$ cat config.mk
export PLATFORM = sky130hd
export DESIGN_NAME = rv_decode_stage_flat
export DESIGN_NICKNAME = d
export VERILOG_FILES = /design/src/rtl/rv_decode_stage_if.sv /design/src/rtl/rv_decode_stage.sv /design/src/flat_wrapper.sv
export SDC_FILE = /design/constraint.sdc
export NUM_CORES = 1
export LEC_CHECK = 0
export BUFFER_PORTS_ARGS = -buffer_cell sky130_fd_sc_hd__buf_4
export CAP_MARGIN = 25
export CORE_UTILIZATION = 50
export DETAILED_ROUTE_END_ITERATION = 12
export GPL_TIMING_DRIVEN = 0
export HOLD_SLACK_MARGIN = 0.06
export PLACE_DENSITY = 0.81
export SKIP_CTS_REPAIR_TIMING = 1
export SLEW_MARGIN = 5
export SYNTH_ARGS = -nofsm -noshare
export SYNTH_HDL_FRONTEND = slang
export SYNTH_SLANG_ARGS = --single-unit
export TNS_END_PERCENT = 20
$ cat constraint.sdc
create_clock -name clk -period 6.2 [get_ports clk]
set_clock_uncertainty 0.2 [all_clocks]
set_input_delay 0.93 -clock clk [delete_from_list [all_inputs] [get_ports clk]]
set_output_delay 0.93 -clock clk [all_outputs]
set_load 0.02 [all_outputs]
$ cat src/rtl/rv_decode_stage_if.sv
// Handshake and decoded-field bundle between fetch, the decode stage and register-file read.
// The master drives instructions in and consumes decoded entries; the slave is the decode stage.
interface rv_decode_stage_if #(
  parameter int XLEN   = 32,
  parameter int REG_AW = 5
);
  logic              flush;
  logic              in_valid;
  logic              in_ready;
  logic [31:0]       in_instr;
  logic [XLEN-1:0]   in_pc;
  logic              out_valid;
  logic              out_ready;
  logic [XLEN-1:0]   out_pc;
  logic [6:0]        opcode;
  logic [REG_AW-1:0] rd;
  logic [2:0]        funct3;
  logic [REG_AW-1:0] rs1;
  logic [REG_AW-1:0] rs2;
  logic [6:0]        funct7;
  logic [XLEN-1:0]   imm;
  logic [2:0]        fmt;
  logic              illegal;

  modport master (
    output flush, in_valid, in_instr, in_pc, out_ready,
    input  in_ready, out_valid, out_pc, opcode, rd, funct3, rs1, rs2, funct7, imm, fmt, illegal
  );

  modport slave (
    input  flush, in_valid, in_instr, in_pc, out_ready,
    output in_ready, out_valid, out_pc, opcode, rd, funct3, rs1, rs2, funct7, imm, fmt, illegal
  );
endinterface

$ cat src/rtl/rv_decode_stage.sv
// Registered RV32I/RV64I decode stage: field split, format classification, immediate generation,
// with a main register plus one skid entry so in_ready comes straight from a flop.
module rv_decode_stage #(
  parameter int XLEN     = 32,
  parameter int REG_AW   = 5,
  parameter int FENCE_EN = 1
) (
  input  logic               clk,
  input  logic               reset,
  rv_decode_stage_if.slave   bus
);

  typedef enum logic [1:0] {EMPTY = 2'd0, ONE = 2'd1, FULL = 2'd2} state_t;

  typedef struct packed {
    logic [XLEN-1:0] pc;
    logic [31:0]     instr;
    logic [XLEN-1:0] imm;
    logic [2:0]      fmt;
  } entry_t;

  state_t      state, state_n;
  entry_t      main_q, skid_q, dec;
  logic        in_ready_q;
  logic [31:0] ins;
  logic [31:0] imm32;
  logic [2:0]  dec_fmt;
  logic        accept, pop;
  logic        load_main, load_skid, skid_to_main;

  assign ins = bus.in_instr;

  always_comb begin
    dec_fmt = 3'd7;
    if (ins[1:0] == 2'b11) begin
      case (ins[6:2])
        5'b01100:                               dec_fmt = 3'd0;
        5'b00100, 5'b00000, 5'b11001, 5'b11100: dec_fmt = 3'd1;
        5'b00011:                               dec_fmt = (FENCE_EN != 0) ? 3'd1 : 3'd7;
        5'b01000:                               dec_fmt = 3'd2;
        5'b11000:                               dec_fmt = 3'd3;
        5'b01101, 5'b00101:                     dec_fmt = 3'd4;
        5'b11011:                               dec_fmt = 3'd5;
        default:                                dec_fmt = 3'd7;
      endcase
    end
  end

  // Built at 32 bits first, then sign-extended so U-type also extends on RV64.
  always_comb begin
    imm32 = '0;
    case (dec_fmt)
      3'd1: imm32 = {{20{ins[31]}}, ins[31:20]};
      3'd2: imm32 = {{20{ins[31]}}, ins[31:25], ins[11:7]};
      3'd3: imm32 = {{19{ins[31]}}, ins[31], ins[7], ins[30:25], ins[11:8], 1'b0};
      3'd4: imm32 = {ins[31:12], 12'b0};
      3'd5: imm32 = {{11{ins[31]}}, ins[31], ins[19:12], ins[20], ins[30:21], 1'b0};
      default: imm32 = '0;
    endcase
  end

  always_comb begin
    dec.pc    = bus.in_pc;
    dec.instr = ins;
    dec.imm   = XLEN'($signed(imm32));
    dec.fmt   = dec_fmt;
  end

  assign accept = bus.in_valid & in_ready_q & ~bus.flush;
  assign pop    = (state != EMPTY) & bus.out_ready;

  always_comb begin
    state_n      = state;
    load_main    = 1'b0;
    load_skid    = 1'b0;
    skid_to_main = 1'b0;
    if (bus.flush) begin
      state_n = EMPTY;
    end else begin
      case (state)
        EMPTY: if (accept) begin
          state_n   = ONE;
          load_main = 1'b1;
        end
        ONE: begin
          if (accept && !pop) begin
            state_n   = FULL;
            load_skid = 1'b1;
          end else if (pop && !accept) begin
            state_n = EMPTY;
          end else if (accept && pop) begin
            load_main = 1'b1;
          end
        end
        FULL: if (pop) begin
          state_n      = ONE;
          skid_to_main = 1'b1;
        end
        default: state_n = EMPTY;
      endcase
    end
  end

  always_ff @(posedge clk) begin
    if (reset) begin
      state      <= EMPTY;
      main_q     <= '0;
      skid_q     <= '0;
      in_ready_q <= 1'b0;
    end else begin
      state      <= state_n;
      in_ready_q <= (state_n != FULL);
      if (load_main)    main_q <= dec;
      if (skid_to_main) main_q <= skid_q;
      if (load_skid)    skid_q <= dec;
    end
  end

  assign bus.in_ready  = in_ready_q;
  assign bus.out_valid = (state != EMPTY);
  assign bus.out_pc    = main_q.pc;
  assign bus.opcode    = main_q.instr[6:0];
  assign bus.rd        = main_q.instr[7 +: REG_AW];
  assign bus.funct3    = main_q.instr[14:12];
  assign bus.rs1       = main_q.instr[15 +: REG_AW];
  assign bus.rs2       = main_q.instr[20 +: REG_AW];
  assign bus.funct7    = main_q.instr[31:25];
  assign bus.imm       = main_q.imm;
  assign bus.fmt       = main_q.fmt;
  assign bus.illegal   = (main_q.fmt == 3'd7);

endmodule

$ cat src/flat_wrapper.sv
// flat-port wrapper written by rule: the top's interface ports become plain ports
module rv_decode_stage_flat 
#(
  parameter int XLEN     = 32,
  parameter int REG_AW   = 5,
  parameter int FENCE_EN = 1
)
  (clk, reset, bus_flush, bus_in_valid, bus_in_instr, bus_in_pc, bus_out_ready, bus_in_ready, bus_out_valid, bus_out_pc, bus_opcode, bus_rd, bus_funct3, bus_rs1, bus_rs2, bus_funct7, bus_imm, bus_fmt, bus_illegal);
  rv_decode_stage_if #(.XLEN(XLEN), .REG_AW(REG_AW)) bus_i ();
  input  logic clk;
  input  logic reset;
  input wire logic [$bits(bus_i.flush)-1:0] bus_flush;
  input wire logic [$bits(bus_i.in_valid)-1:0] bus_in_valid;
  input wire logic [$bits(bus_i.in_instr)-1:0] bus_in_instr;
  input wire logic [$bits(bus_i.in_pc)-1:0] bus_in_pc;
  input wire logic [$bits(bus_i.out_ready)-1:0] bus_out_ready;
  output wire logic [$bits(bus_i.in_ready)-1:0] bus_in_ready;
  output wire logic [$bits(bus_i.out_valid)-1:0] bus_out_valid;
  output wire logic [$bits(bus_i.out_pc)-1:0] bus_out_pc;
  output wire logic [$bits(bus_i.opcode)-1:0] bus_opcode;
  output wire logic [$bits(bus_i.rd)-1:0] bus_rd;
  output wire logic [$bits(bus_i.funct3)-1:0] bus_funct3;
  output wire logic [$bits(bus_i.rs1)-1:0] bus_rs1;
  output wire logic [$bits(bus_i.rs2)-1:0] bus_rs2;
  output wire logic [$bits(bus_i.funct7)-1:0] bus_funct7;
  output wire logic [$bits(bus_i.imm)-1:0] bus_imm;
  output wire logic [$bits(bus_i.fmt)-1:0] bus_fmt;
  output wire logic [$bits(bus_i.illegal)-1:0] bus_illegal;
  assign bus_i.flush = bus_flush;
  assign bus_i.in_valid = bus_in_valid;
  assign bus_i.in_instr = bus_in_instr;
  assign bus_i.in_pc = bus_in_pc;
  assign bus_i.out_ready = bus_out_ready;
  assign bus_in_ready = bus_i.in_ready;
  assign bus_out_valid = bus_i.out_valid;
  assign bus_out_pc = bus_i.out_pc;
  assign bus_opcode = bus_i.opcode;
  assign bus_rd = bus_i.rd;
  assign bus_funct3 = bus_i.funct3;
  assign bus_rs1 = bus_i.rs1;
  assign bus_rs2 = bus_i.rs2;
  assign bus_funct7 = bus_i.funct7;
  assign bus_imm = bus_i.imm;
  assign bus_fmt = bus_i.fmt;
  assign bus_illegal = bus_i.illegal;
  rv_decode_stage #(.XLEN(XLEN), .REG_AW(REG_AW), .FENCE_EN(FENCE_EN)) u_core (.clk(clk), .reset(reset), .bus(bus_i));
endmodule
==> summary.md, run 1 <==
| Metric | Value |
|---|---|
| Most Crowded Layer GR | met2 |
| Final setup TNS | 0 ns |
| Clk sinks | around 200 |
| Cts bufs inserted | 21 |
| Wire length per cell | ~17 um |
| Reg-to-reg endpoint | u_core.bus.out_pc[10] |
| Post-detail-place hpwl | 18100 um |
| Post-DP Area | just under 10000 sq um |
| WP data required | roughly 6.4 ns |
| Area Growth Syn to Fin | 26.3% |
| Flop pwr share | 0.480 |
| Seq/Total Area, Yosys | 0.493 |
| Root Buffer | clkbuf_16 |
| Post-synth EDFFs | 0 |
| Die Y | approximately 130 um |
| DR vias | around 8400 |
| Via/cell ratio | 5.74 |
| IO Port Bufs | approximately 170 |
| CTS Buffer Depth | 3 |
| Power density over cell area | between 200 and 300 nW/um^2 |
| Sw Share | 0.240 |
| M3 GR Usage | 0.0652 |
| Share of cells above drive strength 1 | 0.187 |
| Hold Path Origin | u_core.skid_q[76] |
| Yosys reg bits | ~200 |
| Finish-stage setup viols | 0 |
| Mapped Cells | 1056 |
| Post-route ant nets | 0 |
| Drt initial violations | 624 |
| Final hold vios | 0 |
| Die area | 16800 sq um |
| Gate power share | 0.094 |
| TritonCTS clock tree | yes |
| CP bufs+invs | 4 |
| Final worst path period need | ~3.0 ns |
| Worst-path clk slew | roughly 0.06 ns |
| Worst vdd ir | approximately 200 uV |
| HP Class | register to register |
| Max Cap Viol | 0 |
| Final Wtd Congestion | 0.952 |
| Multi-input logic area | approximately 3800 sq um |
| Post-synthesis area per instance | a little under 8 sq um |
| DR DRC count | 0 |
| Ys flop type | dfxtp_1 |
| Hold-critical path depth | 2 |
| RSZ-0062 raised after global routing | false |
| Met1 usage | 0.399 |
| FP Rows | 46 |
| Worst slew pin tran | approximately 0.88 ns |
| Crit path capture type | register |
| FF+latch area | 4020 sq um |
| CP max-delay cell | clkbuf_1 |
| Global-route wire length before repair | 39900 um |
| Maximum clock frequency | 330 MHz |
| Ys Warns | 0 |
| Vias in the first global route | 7746 |
| Tot GR Track Use | 0.302 |
| CP peak stage delay | 0.62 ns |
| # diodes | 0 |
| Critical path type | input pin to register |
| Worst Reg-to-Reg Cells | 7 |
| Met2 usage in global routing | 0.475 |
| Post-Syn Area | a little over 8000 sq um |
| Drt pass-1 iters | 5 |
| Clk_lat worst skew | just under 0.5 ns |
| Mapped Nets | roughly 1100 |
| FILL cells | approximately 1400 |
| Slew Limit Fails | 0 |
| Reg2Reg Setup Slack | approximately 3.4 ns |
| Post-synth cell types | 47 |
| Chip Width | around 130 um |
| P_leak | 0.00409 uW |
| Data arrival time of the worst path | 3.21 ns |
| Largest net degree at the start of global routing | 13 |
| Post-Route WL | between 20000 and 30000 um |
| Cells along the critical path | clkbuf_1, or3_1, clkbuf_1, clkbuf_1, clkbuf_1, nor2_1, nor4_1 |
| NetSw | roughly 670 uW |
| Core area | between 15000 and 20000 sq um |
| Worst Hold Path EP | u_core.skid_q[76] |
| Initial antenna violation count | 0 |
| Delay-heaviest family, CP | buffers and inverters |
| Reg2reg start | u_core.state[0] |
| GRT overflow | 0 |
| Internal power | about 2100 uW |
| Outcome | complete, no violations |
| Max-slew headroom | 0.407 |
| Clk pwr share | 0.426 |
| Fin crit share | 0.489 |
| Async SR Flop Fraction | 0 |
| Starting Density | 0.513 |
| Design area | about 10000 sq um |
| # IOs | 171 |
| Final net count | 1317 |
| Worst Path Max Fanout | 10 |
| Worst Setup Start Kind | input pin |
| Htree depth | 1 |
| Most frequent CP cell | clkbuf_1 |
metal layers:
layer	share of wire	vias up
met4	0.041	0
met3	0.099	79
li1	-	4020
met5	0	-
met2	0.45	394
met1	0.41	3933
through the flow:
| stage | setup WS (ns) | std cells | hold WS (ns) | total power, uW | utilization |
|---|---|---|---|---|---|
| finish | 3.17 | 1468 | 0.254 | 2780 | 0.648 |
| global placement | 2.47 | 1438 | 0.239 | 1620 | 0.609 |
| floorplan | 3.39 | 1056 | 0.232 | 1490 | - |
| CTS | 3.22 | 1468 | 0.254 | 2790 | 0.648 |
| global route | 3.03 | 1468 | 0.272 | 2860 | 0.648 |
| detailed placement | 2.74 | 1439 | 0.246 | 1620 | 0.609 |
layout make-up:
| class | instances | area share |
|---|---|---|
| sequential | 201 | 0.391 |
| multi-input combinational | 767 | 0.367 |
| timing repair buffer | 167 | 0.122 |
| clock buffer | 28 | 0.0575 |
| buffer | 85 | 0.0328 |
| tap | 216 | 0.0262 |
| clock inverter | 1 | 0.00292 |
| inverter | 3 | 0.00109 |
cells in the mapped netlist (all sizes together), types with 2 or more instances:
master   number  area (sq um)
a2111oi       2          17.5
a211oi       28           215
a21oi        98           502
a22oi         8          60.1
a31o         12           105
a31oi        32           200
and3         17           106
buf          14          71.3
clkbuf       71           267
dfxtp       201          4020
ha            2          25.0
inv           3          11.3
mux2i         3          30.0
nand2       199           749
nand2b        6          37.5
nand3         8          40.0
nand4        23           144
nor2        227           860
nor2b         2          12.5
nor3         14           103
nor4         64           407
o22ai         7          43.8
or2           2          12.5
or3           2          17.5
power groups by stage:
stage | Clock (uW) | Combinational, uW | Sequential (uW)
2_1_floorplan | 0 | 104 | 1390
3_3_place_gp | 0 | 255 | 1360
3_5_place_dp | 0 | 259 | 1360
4_1_cts | 1190 | 261 | 1340
5_1_grt | 1240 | 283 | 1340
6_report | 1190 | 263 | 1340
cells in the final DEF (no fill, tap or decap), drive strengths merged, types with 2 or more instances in the layout:
cell type,synthesis,final
a2111oi,2,2
a211oi,28,28
a21oi,98,98
a22oi,8,8
a31o,12,12
a31oi,32,32
and3,17,17
buf,14,181
clkbuf,71,99
dfxtp,201,201
ha,2,2
inv,3,3
mux2i,3,3
nand2,199,199
nand2b,6,6
nand3,8,8
nand4,23,23
nor2,227,227
nor2b,2,2
nor3,14,14
nor4,64,64
o22ai,7,7
or2,2,2
or3,2,2
worst max path at each step:
stage,startpoint,depth (start not counted),slack [ns],end
after floorplan,bus_in_instr[2],8,3.39,u_core.skid_q[14]
after global placement,bus_out_ready,7,2.47,u_core.skid_q[1]
after detailed placement,bus_flush,7,2.74,u_core.bus.out_pc[10]
after CTS,bus_flush,7,3.22,u_core.bus.out_pc[28]
after global routing,bus_flush,7,3.03,u_core.bus.out_pc[10]
final,bus_flush,7,3.17,u_core.bus.out_pc[10]
worst min-delay path: cells and delay by family (launching register included):
family,cells,cell delay [ns]
AND/OR/NAND/NOR,1,0.05
AO/OA/AOI/OAI,1,0.05
flip-flops,1,0.31
flip-flops by register name, summed over array words and instances, names as in the netlist, 2 cells and up:
signal	cells
u_core.bus.imm	32
u_core.bus.rd	5
u_core.bus.funct3	3
u_core.bus.rs1	5
u_core.skid_q	99
u_core.bus.fmt	3
u_core.bus.rs2	5
u_core.bus.out_pc	32
u_core.state	2
u_core.bus.funct7	7
u_core.bus.opcode	7
logic make-up (layout without fill, tap and decap cells):
family          Yosys count  after routing  synth area share
simple gates            569            569             0.310
flops                   201            201             0.493
compound gates          192            192             0.146
buf+inv                  88            284            0.0428
mux                       3              3           0.00368
fa+ha+maj                 2              2           0.00307
xor+xnor                  1              1           0.00107
Power figures use the tool's default switching activity.
==> inputs of run 2 (changes only) <==
==> constraint.sdc (replaced) <==
create_clock -name clk -period 2.85 [get_ports clk]
set_clock_uncertainty 0.2 [all_clocks]
set_input_delay 0.4275 -clock clk [delete_from_list [all_inputs] [get_ports clk]]
set_output_delay 0.4275 -clock clk [all_outputs]
set_load 0.02 [all_outputs]
==> summary.md, run 2 (synthesis gave the netlist of run 1 again) <==
| Metric | Value |
|---|---|
| Maximum clock frequency | roughly 380 MHz |
| Chip Width | ~130 um |
| Crit path capture type | register |
| Reg-to-reg endpoint | u_core.skid_q[1] |
| WP data required | roughly 3 ns |
| DR DRC count | 0 |
| Drt pass-1 iters | 6 |
| Worst-path clk slew | ~0.060 ns |
| Placed cell count | approximately 1400 |
| Multi-input logic area | ~3800 sq um |
| FP Rows | 46 |
| HP Class | input pin to register |
| Max-slew headroom | 0.358 |
| Post-route ant nets | 0 |
| Reg2Reg Setup Slack | ~0.21 ns |
| Worst slew pin tran | 0.953 ns |
| Final worst path period need | 2.64 ns |
| Die Y | around 130 um |
| Area Growth Syn to Fin | 33.4% |
| Outcome | complete, no violations |
| GRT overflow | 0 |
| Core area | 15900 sq um |
| Slew Limit Fails | 0 |
| Hold Path Origin | bus_in_instr[26] |
| Power density over cell area | around 560 nW/um^2 |
| Worst Reg-to-Reg Cells | 6 |
| Clk sinks | around 200 |
| Reg2reg start | u_core.state[0] |
| RSZ-0062 raised after global routing | false |
| Cells along the critical path | nand2_1, nor4_2, buf_4, clkbuf_1, buf_1, a211oi_1 |
| Wire length per cell | 17.2 um |
| Worst Path Max Fanout | 10 |
| CTS Buffer Depth | 3 |
| Max reg flops | 99 |
| Tot GR Track Use | 0.302 |
| Drt initial violations | around 770 |
| Worst Setup Start Kind | register |
| TritonCTS clock tree | yes |
| Fin crit share | 0.925 |
| # diodes | 0 |
| Commonest non-fill, non-tap cell in the layout | nor2_1 |
| Via/cell ratio | approximately 5.7 |
| Post-detail-place hpwl | around 18000 um |
| Non-filler cells, final | around 1500 |
| # IOs | about 170 |
| Finish-stage setup viols | 0 |
| Final Wtd Congestion | between 0.9 and 1 |
| Biggest register | u_core.skid_q |
| Vias in the first global route | roughly 7700 |
| P_leak | between 0.004 and 0.005 uW |
| Final hold vios | 0 |
| FF+latch area | between 4000 and 5000 sq um |
| Htree depth | 1 |
| Post-Route WL | between 20000 and 30000 um |
| Starting Density | 0.513 |
| Tot Pwr | between 6000 and 7000 uW |
| FILL cells | around 1300 |
| Max Cap Viol | 0 |
| Critical path type | register to register |
| Commonest non-fill, non-tap cells in the layout | nor2_1, dfxtp_1, nand2_1, buf_4, a21oi_1 |
| CP max-delay cell | nor4_2 |
| Final net count | 1375 |
| Initial antenna violation count | 0 |
| Die area | about 17000 sq um |
| Data arrival time of the worst path | 2.78 ns |
| Hold-critical path depth | 3 |
| Root Buffer | clkbuf_16 |
| CP peak stage delay | 0.49 ns |
| DR vias | 8677 |
| Worst Hold Path EP | u_core.skid_q[61] |
| Share of cells above drive strength 1 | 0.179 |
| Cts bufs inserted | 21 |
| IO Port Bufs | 166 |
| Largest net degree at the start of global routing | 13 |
| Worst vdd ir | about 440 uV |
| Global-route wire length before repair | ~40000 um |
| Clk_lat worst skew | around 0.5 ns |
[run 2: final cells by class]
class,count,area share
Tap cell,216,0.0248
Clock inverter,1,0.00276
Inverter,3,0.00103
Multi-Input combinational cell,767,0.348
Timing Repair Buffer,225,0.169
Clock buffer,28,0.0544
Buffer,85,0.0312
Sequential cell,201,0.370
[run 2: power breakdown]
part	internal [uW]	total (uW)	leakage, uW	switching (uW)
combinational	265	640	0.00240	375
sequential	2870	2910	0.00163	37.4
clock	1520	2590	0.000305	1070
total	4650	6140	0.00433	1480
[run 2: how the worst max path moves through the flow]
stage / from / end / slack, ns
4_1_cts: u_core.state[0] / u_core.bus.out_pc[28] / 0.05
5_1_grt: u_core.state[0] / u_core.skid_q[1] / 0.03
6_report: u_core.state[0] / u_core.skid_q[1] / 0.21
2_1_floorplan: bus_in_instr[2] / u_core.skid_q[14] / 0.54
3_3_place_gp: bus_out_ready / u_core.skid_q[1] / -0.38
3_5_place_dp: bus_flush / u_core.bus.out_pc[10] / -0.10
[run 2: layer usage]
layer	share of wire	GRT usage	up-vias
li1	-	-	4123
met1	0.41	0.399	4075
met2	0.46	0.475	402
met3	0.093	0.0652	77
met4	0.036	0.134	0
met5	0	0	-
[run 2: metrics by stage]
step	hold WS, ns	setup TNS, ns	util	cell area (sq um)	worst slack (ns)
floorplan	0.232	0	-	8160	0.538
global placement	0.239	-8.94	0.609	9670	-0.379
detailed placement	0.246	-0.261	0.609	9680	-0.103
CTS	-0.0169	0	0.648	10300	0.0452
global route	0.0613	0	0.685	10900	0.0265
finish	0.0465	0	0.685	10900	0.214
[run 2: critical path: cells and delay by family (launching register included)]
family	cells	cell delay [ns]
buffers and inverters	3	1.18
flip-flops	1	0.37
AO/OA/AOI/OAI	1	0.13
AND/OR/NAND/NOR	2	0.62
